[src/rtl/aes_engine_scheduler.sv]
// aes_engine_scheduler
//   Shares one AES engine pair (non-pipelined encrypt and decrypt cores on a
//   common key/data bus) between two requesters. One job at a time is accepted
//   through a round-robin valid/ready handshake. The job's operands are held on
//   the engine bus for LATENCY cycles. The selected core's result is then
//   captured and returned to the owning requester on a valid/ready response
//   channel.
//
// Parameters
//   LATENCY    cycles the engine needs stable inputs before its output is valid (1..255)
//
// Ports
//   clk, rst                    clock, asynchronous active-high reset
//   reqN_valid_i / reqN_ready_o job handshake, requester N (0/1)
//   reqN_mode_i                 0 = encrypt, 1 = decrypt
//   reqN_key_i / reqN_data_i    128-bit key and text
//   respN_valid_o / respN_ready_i response handshake, requester N
//   resp_data_o                 shared result bus, qualified by respN_valid_o
//   eng_key_o / eng_data_o      operands to both cores
//   eng_mode_o                  mode of the job in flight
//   enc_result_i / dec_result_i core outputs
//   busy_o                      high whenever the scheduler is not idle
module aes_engine_scheduler #(
  parameter int unsigned LATENCY = 11
) (
  input  logic         clk,
  input  logic         rst,
  input  logic         req0_valid_i,
  output logic         req0_ready_o,
  input  logic         req0_mode_i,
  input  logic [127:0] req0_key_i,
  input  logic [127:0] req0_data_i,
  input  logic         req1_valid_i,
  output logic         req1_ready_o,
  input  logic         req1_mode_i,
  input  logic [127:0] req1_key_i,
  input  logic [127:0] req1_data_i,
  output logic         resp0_valid_o,
  input  logic         resp0_ready_i,
  output logic         resp1_valid_o,
  input  logic         resp1_ready_i,
  output logic [127:0] resp_data_o,
  output logic [127:0] eng_key_o,
  output logic [127:0] eng_data_o,
  output logic         eng_mode_o,
  input  logic [127:0] enc_result_i,
  input  logic [127:0] dec_result_i,
  output logic         busy_o
);

  localparam logic [7:0] LAT8 = 8'(LATENCY);

  typedef enum logic [1:0] {
    IDLE,
    RUN,
    RESP
  } state_t;

  state_t       state;
  state_t       state_nxt;

  logic [127:0] key_q;
  logic [127:0] data_q;
  logic [127:0] result_q;
  logic         mode_q;
  logic         owner_q;
  logic         last_grant;
  logic [7:0]   cnt;

  logic         grant;
  logic         accept;
  logic         cnt_last;
  logic         resp_hs;

  // Round-robin: a lone requester always wins; on a tie the requester that
  // was not served last wins.
  always_comb begin
    grant = 1'b0;
    if (req0_valid_i && req1_valid_i) begin
      grant = ~last_grant;
    end else if (req1_valid_i) begin
      grant = 1'b1;
    end
  end

  assign accept   = req0_ready_o | req1_ready_o;
  assign cnt_last = (cnt == 8'd1);
  assign resp_hs  = (state == RESP) && (owner_q ? resp1_ready_i : resp0_ready_i);

  // State register
  always_ff @(posedge clk or posedge rst) begin
    if (rst) begin
      state <= IDLE;
    end else begin
      state <= state_nxt;
    end
  end

  // Next-state logic
  always_comb begin
    state_nxt = state;
    unique case (state)
      IDLE:    if (accept)   state_nxt = RUN;
      RUN:     if (cnt_last) state_nxt = RESP;
      RESP:    if (resp_hs)  state_nxt = IDLE;
      default:               state_nxt = IDLE;
    endcase
  end

  // Output logic
  always_comb begin
    req0_ready_o  = 1'b0;
    req1_ready_o  = 1'b0;
    resp0_valid_o = 1'b0;
    resp1_valid_o = 1'b0;
    busy_o        = (state != IDLE);
    if (state == IDLE) begin
      req0_ready_o = req0_valid_i && !grant;
      req1_ready_o = req1_valid_i && grant;
    end
    if (state == RESP) begin
      resp0_valid_o = !owner_q;
      resp1_valid_o = owner_q;
    end
  end

  // Job datapath: operands latched on accept drive the engine directly and
  // persist after completion; the counter holds at 1 on the capture cycle.
  always_ff @(posedge clk or posedge rst) begin
    if (rst) begin
      key_q      <= '0;
      data_q     <= '0;
      mode_q     <= 1'b0;
      owner_q    <= 1'b0;
      last_grant <= 1'b1;
      cnt        <= '0;
      result_q   <= '0;
    end else begin
      if (accept) begin
        key_q      <= grant ? req1_key_i  : req0_key_i;
        data_q     <= grant ? req1_data_i : req0_data_i;
        mode_q     <= grant ? req1_mode_i : req0_mode_i;
        owner_q    <= grant;
        last_grant <= grant;
        cnt        <= LAT8;
      end else if (state == RUN) begin
        if (cnt_last) begin
          result_q <= mode_q ? dec_result_i : enc_result_i;
        end else begin
          cnt <= cnt - 8'd1;
        end
      end
    end
  end

  assign eng_key_o   = key_q;
  assign eng_data_o  = data_q;
  assign eng_mode_o  = mode_q;
  assign resp_data_o = result_q;

endmodule

[config.mk]
export PLATFORM = sky130hd
export DESIGN_NAME = aes_engine_scheduler
export DESIGN_NICKNAME = d
export VERILOG_FILES = /design/src/rtl/aes_engine_scheduler.sv
export SDC_FILE = /design/constraint.sdc
export NUM_CORES = 1
export LEC_CHECK = 0
export CAP_MARGIN = 5
export CELL_PAD_IN_SITES_DETAIL_PLACEMENT = 1
export CELL_PAD_IN_SITES_GLOBAL_PLACEMENT = 2
export CORE_AREA = 2 2 450 452
export DETAILED_ROUTE_END_ITERATION = 12
export DIE_AREA = 0 0 452 454
export HOLD_SLACK_MARGIN = 0.15
export PLACE_DENSITY_LB_ADDON = 0.1
export SKIP_CTS_REPAIR_TIMING = 1
export SLEW_MARGIN = 20
export SYNTH_ARGS = -nofsm -noshare
export SYNTH_HDL_FRONTEND = slang
export SYNTH_SLANG_ARGS = --single-unit
[constraint.sdc]
create_clock -name clk -period 20.3 [get_ports clk]
set_input_delay 4.06 -clock clk [delete_from_list [all_inputs] [get_ports clk]]
set_output_delay 4.06 -clock clk [all_outputs]
set_load 0.02 [all_outputs]
======== Word-level counts from Yosys, hierarchy flattened ========
Index checks and enable logic that the tools add are counted.
word-level totals
  flip-flop bits (word level) ............. 397
  bits of input ports ..................... 776
  output and inout port bits .............. 390
operators by class
  bitwise operators ....................... 3
  reductions and logical operators ........ 12
  eq/ne operators ......................... 7
  add/subtract/negate cells ............... 1
  mux-type cells .......................... 18
operator list
  kind                                              number
  two-way mux 128 bit                               3
  two-way mux 8 bit                                 3
  == test 8 x 1 -> 1 bit, second input constant     1
  two-way mux 1 bit                                 8
  inequality test 2 bit, second input constant      4
  subtractor 8 x 1 -> 8 bit, second input constant  1
  two-way mux 2 bit                                 3
  one-hot mux 2 bit (3 select lines)                1
  AND reduction 3 bit                               2
  logical AND 1 bit                                 4
  nonzero test 2 bit                                2
  == test 2 x 1 -> 1 bit, second input constant     1
  == test 2 bit, second input constant              1
  zero test 1 bit                                   2
  zero test 2 bit                                   1
  inverter 1 bit                                    2
  AND reduction 2 bit                               1
  OR 1 bit                                          1

======== Logic depth before layout (Yosys ltp) ========
  word-level depth ........................ 8
  mapped depth ............................ 8

======== Worst setup path before layout ========
Ideal clock, no wire load.
  kind .................................... input to output
  start point ............................. input req1_valid_i
  end point ............................... output req0_ready_o
  arrival ................................. 5.033 ns
  path slack .............................. 11.207 ns
  cell stages on the path ................. 5
  path buffers ............................ 3
  required time ........................... 16.240 ns
  cells stage by stage .................... a21boi_0 > buf_2 > buf_2 > buf_2 > nor2_1
on the way
  word-level cells in the longest chain between the ends .. 5
ends and longest elaborated chain
  element                                                 RTL line  RTL
  start: declaration                                      33        input logic req1_valid_i,
  two-way mux 1 bit or logical AND 1 bit (tied branches)  81, 79
  two-way mux 1 bit *                                     79        if (req0_valid_i && req1_valid_i) begin
  zero test 1 bit *                                       118       req0_ready_o = req0_valid_i && !grant;
  logical AND 1 bit *                                     118
  two-way mux 1 bit *                                     117       if (state == IDLE) begin
  end: declaration                                        29        output logic req0_ready_o,
Every way passes the cells marked *; elsewhere a longest branch is shown, timed or not.

======== Final worst setup path ========
  start point ............................. input req1_valid_i
  end point ............................... output req1_ready_o
on the way
  word-level cells in the longest chain between the ends .. 4
ends and longest elaborated chain
  element                                                 RTL line  RTL
  two-way mux 1 bit or logical AND 1 bit (tied branches)  81, 79
  two-way mux 1 bit                                       79
  logical AND 1 bit *                                     119       req1_ready_o = req1_valid_i && grant;
  two-way mux 1 bit *                                     117
  end: declaration                                        34        output logic req1_ready_o,
Marked as above.

==> results.json <==
{
  "clk_latency_ns": 0.67,
  "pre_cts_ws_ns": 9.870,
  "vias": 17500,
  "synth-edff-count": 0,
  "finalSetupTns_ns": 0,
  "period_needed_ns": 10.43,
  "die_area_um2": 205200,
  "areaGrowthSynthToFinish_pct": 92.71,
  "wl_um": 117600,
  "setup_viol": 0,
  "peakVddDrop_v": 0.00004372,
  "overflow": 0,
  "hold_path_class": "reg2reg",
  "leakagePower_nw": 13.39,
  "crit_arrival_ns": 6.37,
  "syn_area_um2": 18100,
  "yosysSeqAreaShare_pct": 54.91,
  "critPathCapture": "req1_ready_o",
  "cts_tree": "done",
  "fin_area_um2": 34870,
  "worstMarginPinSlew_ns": 1.033,
  "reg2reg_to": "eng_key_o[57]$_DFFE_PP0P_",
  "gp_congestion": 0.8289,
  "mostFrequentLayoutCell": "clkdlybuf4s50_1",
  "critPathMaxFanout": 22,
  "grt_pass1_vias": 19470,
  "yosysWarningCount": 0,
  "ys.flop_type": "dfrtp_1",
  "clkTransAtPathRegs_ns": 0.04,
  "n_fill_cell": 23150,
  "path_delay_family": "buffers and inverters",
  "cp_slowest_cell": "a21boi_4",
  "crit-reg2reg-launch": "last_grant$_DFFE_PP1P_",
  "die_w_um": 452,
  "clock_sinks": 397,
  "synth_nets": 2514,
  "max_freq_mhz": 95.86,
  "synthArstFlopShare_pct": 100.0,
  "finalCritPeriodShare_pct": 51.39,
  "min_from": "eng_data_o[41]$_DFFE_PP0P_",
  "worst-r2r-cell-count": 6,
  "drc": 0,
  "synth_cell_type_count": 34,
  "cts_root_buffer": "clkbuf_16",
  "slew_viol_final": 0,
  "end_kind": "primary output",
  "grt_max_degree": 202,
  "dpl.hpwl_um": 93670,
  "final_cell_mix": "clkdlybuf4s50_1 (1165), dfrtp_1 (395), mux2i_1 (387)",
  "synth_seq_cells": 397,
  "path_cells": "clkdlybuf4s50_1 > a21boi_4 > and2_1 > clkdlybuf4s50_1",
  "numPortBuffers": 1165,
  "gr-usage-all-layers_pct": 11.03,
  "dr.pass1.iters": 4,
  "wl_per_cell_um": 21.04,
  "path_depth": 4,
  "fin_util_pct": 17.36,
  "crit_required_ns": 16.24,
  "grt_pass1_wl_um": 158700,
  "layout.nets": 3637,
  "io_pins": 1166,
  "routed_via_density": 3.132,
  "cp-startpoint": "req1_valid_i",
  "cts_buffer_depth": 3,
  "maxCapViolations": 0,
  "placed_area_um2": 32710,
  "pwr_density_cell_nw_per_um2": 62.15,
  "crit_buf_inv": 2,
  "status": "finished clean",
  "finClkSkew_ns": 0.03945,
  "max_slew_margin_pct": 31.11,
  "fp.dieH_um": 454,
  "initial_utilization_pct": 9.009,
  "finalPower_w": 0.002167,
  "netlist_instances": 1736,
  "criticalPathCategory": "in2out",
  "num_rows": 165,
  "cp_slowest_stage_delay_ns": 0.83,
  "worst_slack_ns": 9.868,
  "rrSetupSlack_ns": 15.82,
  "cts_buffers": 66,
  "antenna_found_initial": 33,
  "antenna_left": 0,
  "drt-initial-drc-count": 480,
  "startpoint_type": "primary input",
  "crit_top_cell": "clkdlybuf4s50_1",
  "core_area_um2": 200900,
  "layout-drive-gt1-share_pct": 4.337,
  "rsz0062_at_grt": "no",
  "hold_viol": 0,
  "cts.htree.levels": 3,
  "avgSynthCellArea_um2": 10.42
}
==> final cells by class <==
cell class / instances / area, um2 / area share (%)
well taps: 2672 / 3343 / 9.587
clock inverters: 16 / 158.9 / 0.4557
inverters: 8 / 37.54 / 0.1076
diodes: 12 / 30.03 / 0.08611
repair buffers: 1185 / 11850 / 33.97
flip-flops and latches: 397 / 9940 / 28.50
clock buffers: 98 / 1953 / 5.601
multi-input cells: 1201 / 7565 / 21.69
==> report_power, final <==
| part | leakage, nW | internal [W] | switching (W) |
|---|---|---|---|
| Clock | 1.04 | 0.000677 | 0.000454 |
| Sequential | 4.84 | 0.000792 | 0 |
| Combinational | 7.51 | 0.000160 | 0.0000840 |
==> state kept, by name, indices dropped and copies added, names as in the netlist <==
signal / cells
state: 2
resp_data_o: 128
eng_data_o: 128
owner_q: 1
eng_key_o: 128
last_grant: 1
eng_mode_o: 1
cnt: 8
==> cell usage after synthesis, types with 4 or more instances <==
cell type,instances,area share [%]
dfrtp_1,396,55
mux2i_1,387,21
nand2_1,262,5.4
o21ai_0,259,7.2
a21oi_1,131,3.6
nor2_1,131,2.7
clkbuf_1,68,1.4
buf_2,47,1.3
buf_4,11,0.46
inv_1,8,0.17
buf_1,4,0.083
==> worst min-delay path by stage <==
stage	to	slack (ns)	cells after the start
CTS	eng_data_o[41]$_DFFE_PP0P_	0.48	2
finish	eng_data_o[41]$_DFFE_PP0P_	0.48	2
detailed placement	eng_key_o[93]$_DFFE_PP0P_	0.47	2
global placement	eng_data_o[101]$_DFFE_PP0P_	0.47	2
floorplan	owner_q$_DFFE_PP0P_	0.47	1
global route	eng_data_o[97]$_DFFE_PP0P_	0.50	2
==> cells by family after synthesis <==
group | after synthesis | share of synthesized area (%)
AND/OR/NAND/NOR | 409 | 8.809
AO/OA/AOI/OAI | 402 | 11.28
flip-flops | 397 | 54.91
multiplexers | 387 | 21.41
buffers and inverters | 138 | 3.416
adder cells (fa/ha/maj) | 2 | 0.1383
XOR/XNOR | 1 | 0.04841
==> through the flow <==
step | cells | hold WS, ns
3_3_place_gp | 5462 | 0.4659
2_1_floorplan | 1736 | 0.4660
5_1_grt | 5583 | 0.5024
3_5_place_dp | 5462 | 0.4693
6_report | 5589 | 0.4752
4_1_cts | 5576 | 0.4807
==> metal layers <==
| layer | wire [um] | part of all wire [%] | vias to the layer above | GRT usage (%) |
|---|---|---|---|---|
| li1 | - | - | 8261 | - |
| met1 | 40690 | 35 | 8335 | 10.83 |
| met2 | 60990 | 52 | 708 | 20.03 |
| met3 | 12120 | 10 | 152 | 5.099 |
| met4 | 3536 | 3.0 | 46 | 4.259 |
| met5 | 280 | 0.24 | - | 0 |
==> worst register-to-register path: stages (launching register included) <==
cell,delay (ns)
dfstp_2,0.39
a21boi_4,0.75
buf_4,0.87
buf_4,0.95
buf_4,0.89
mux2i_1,0.35
o21ai_0,0.10
(Power assumes the default switching activity.)
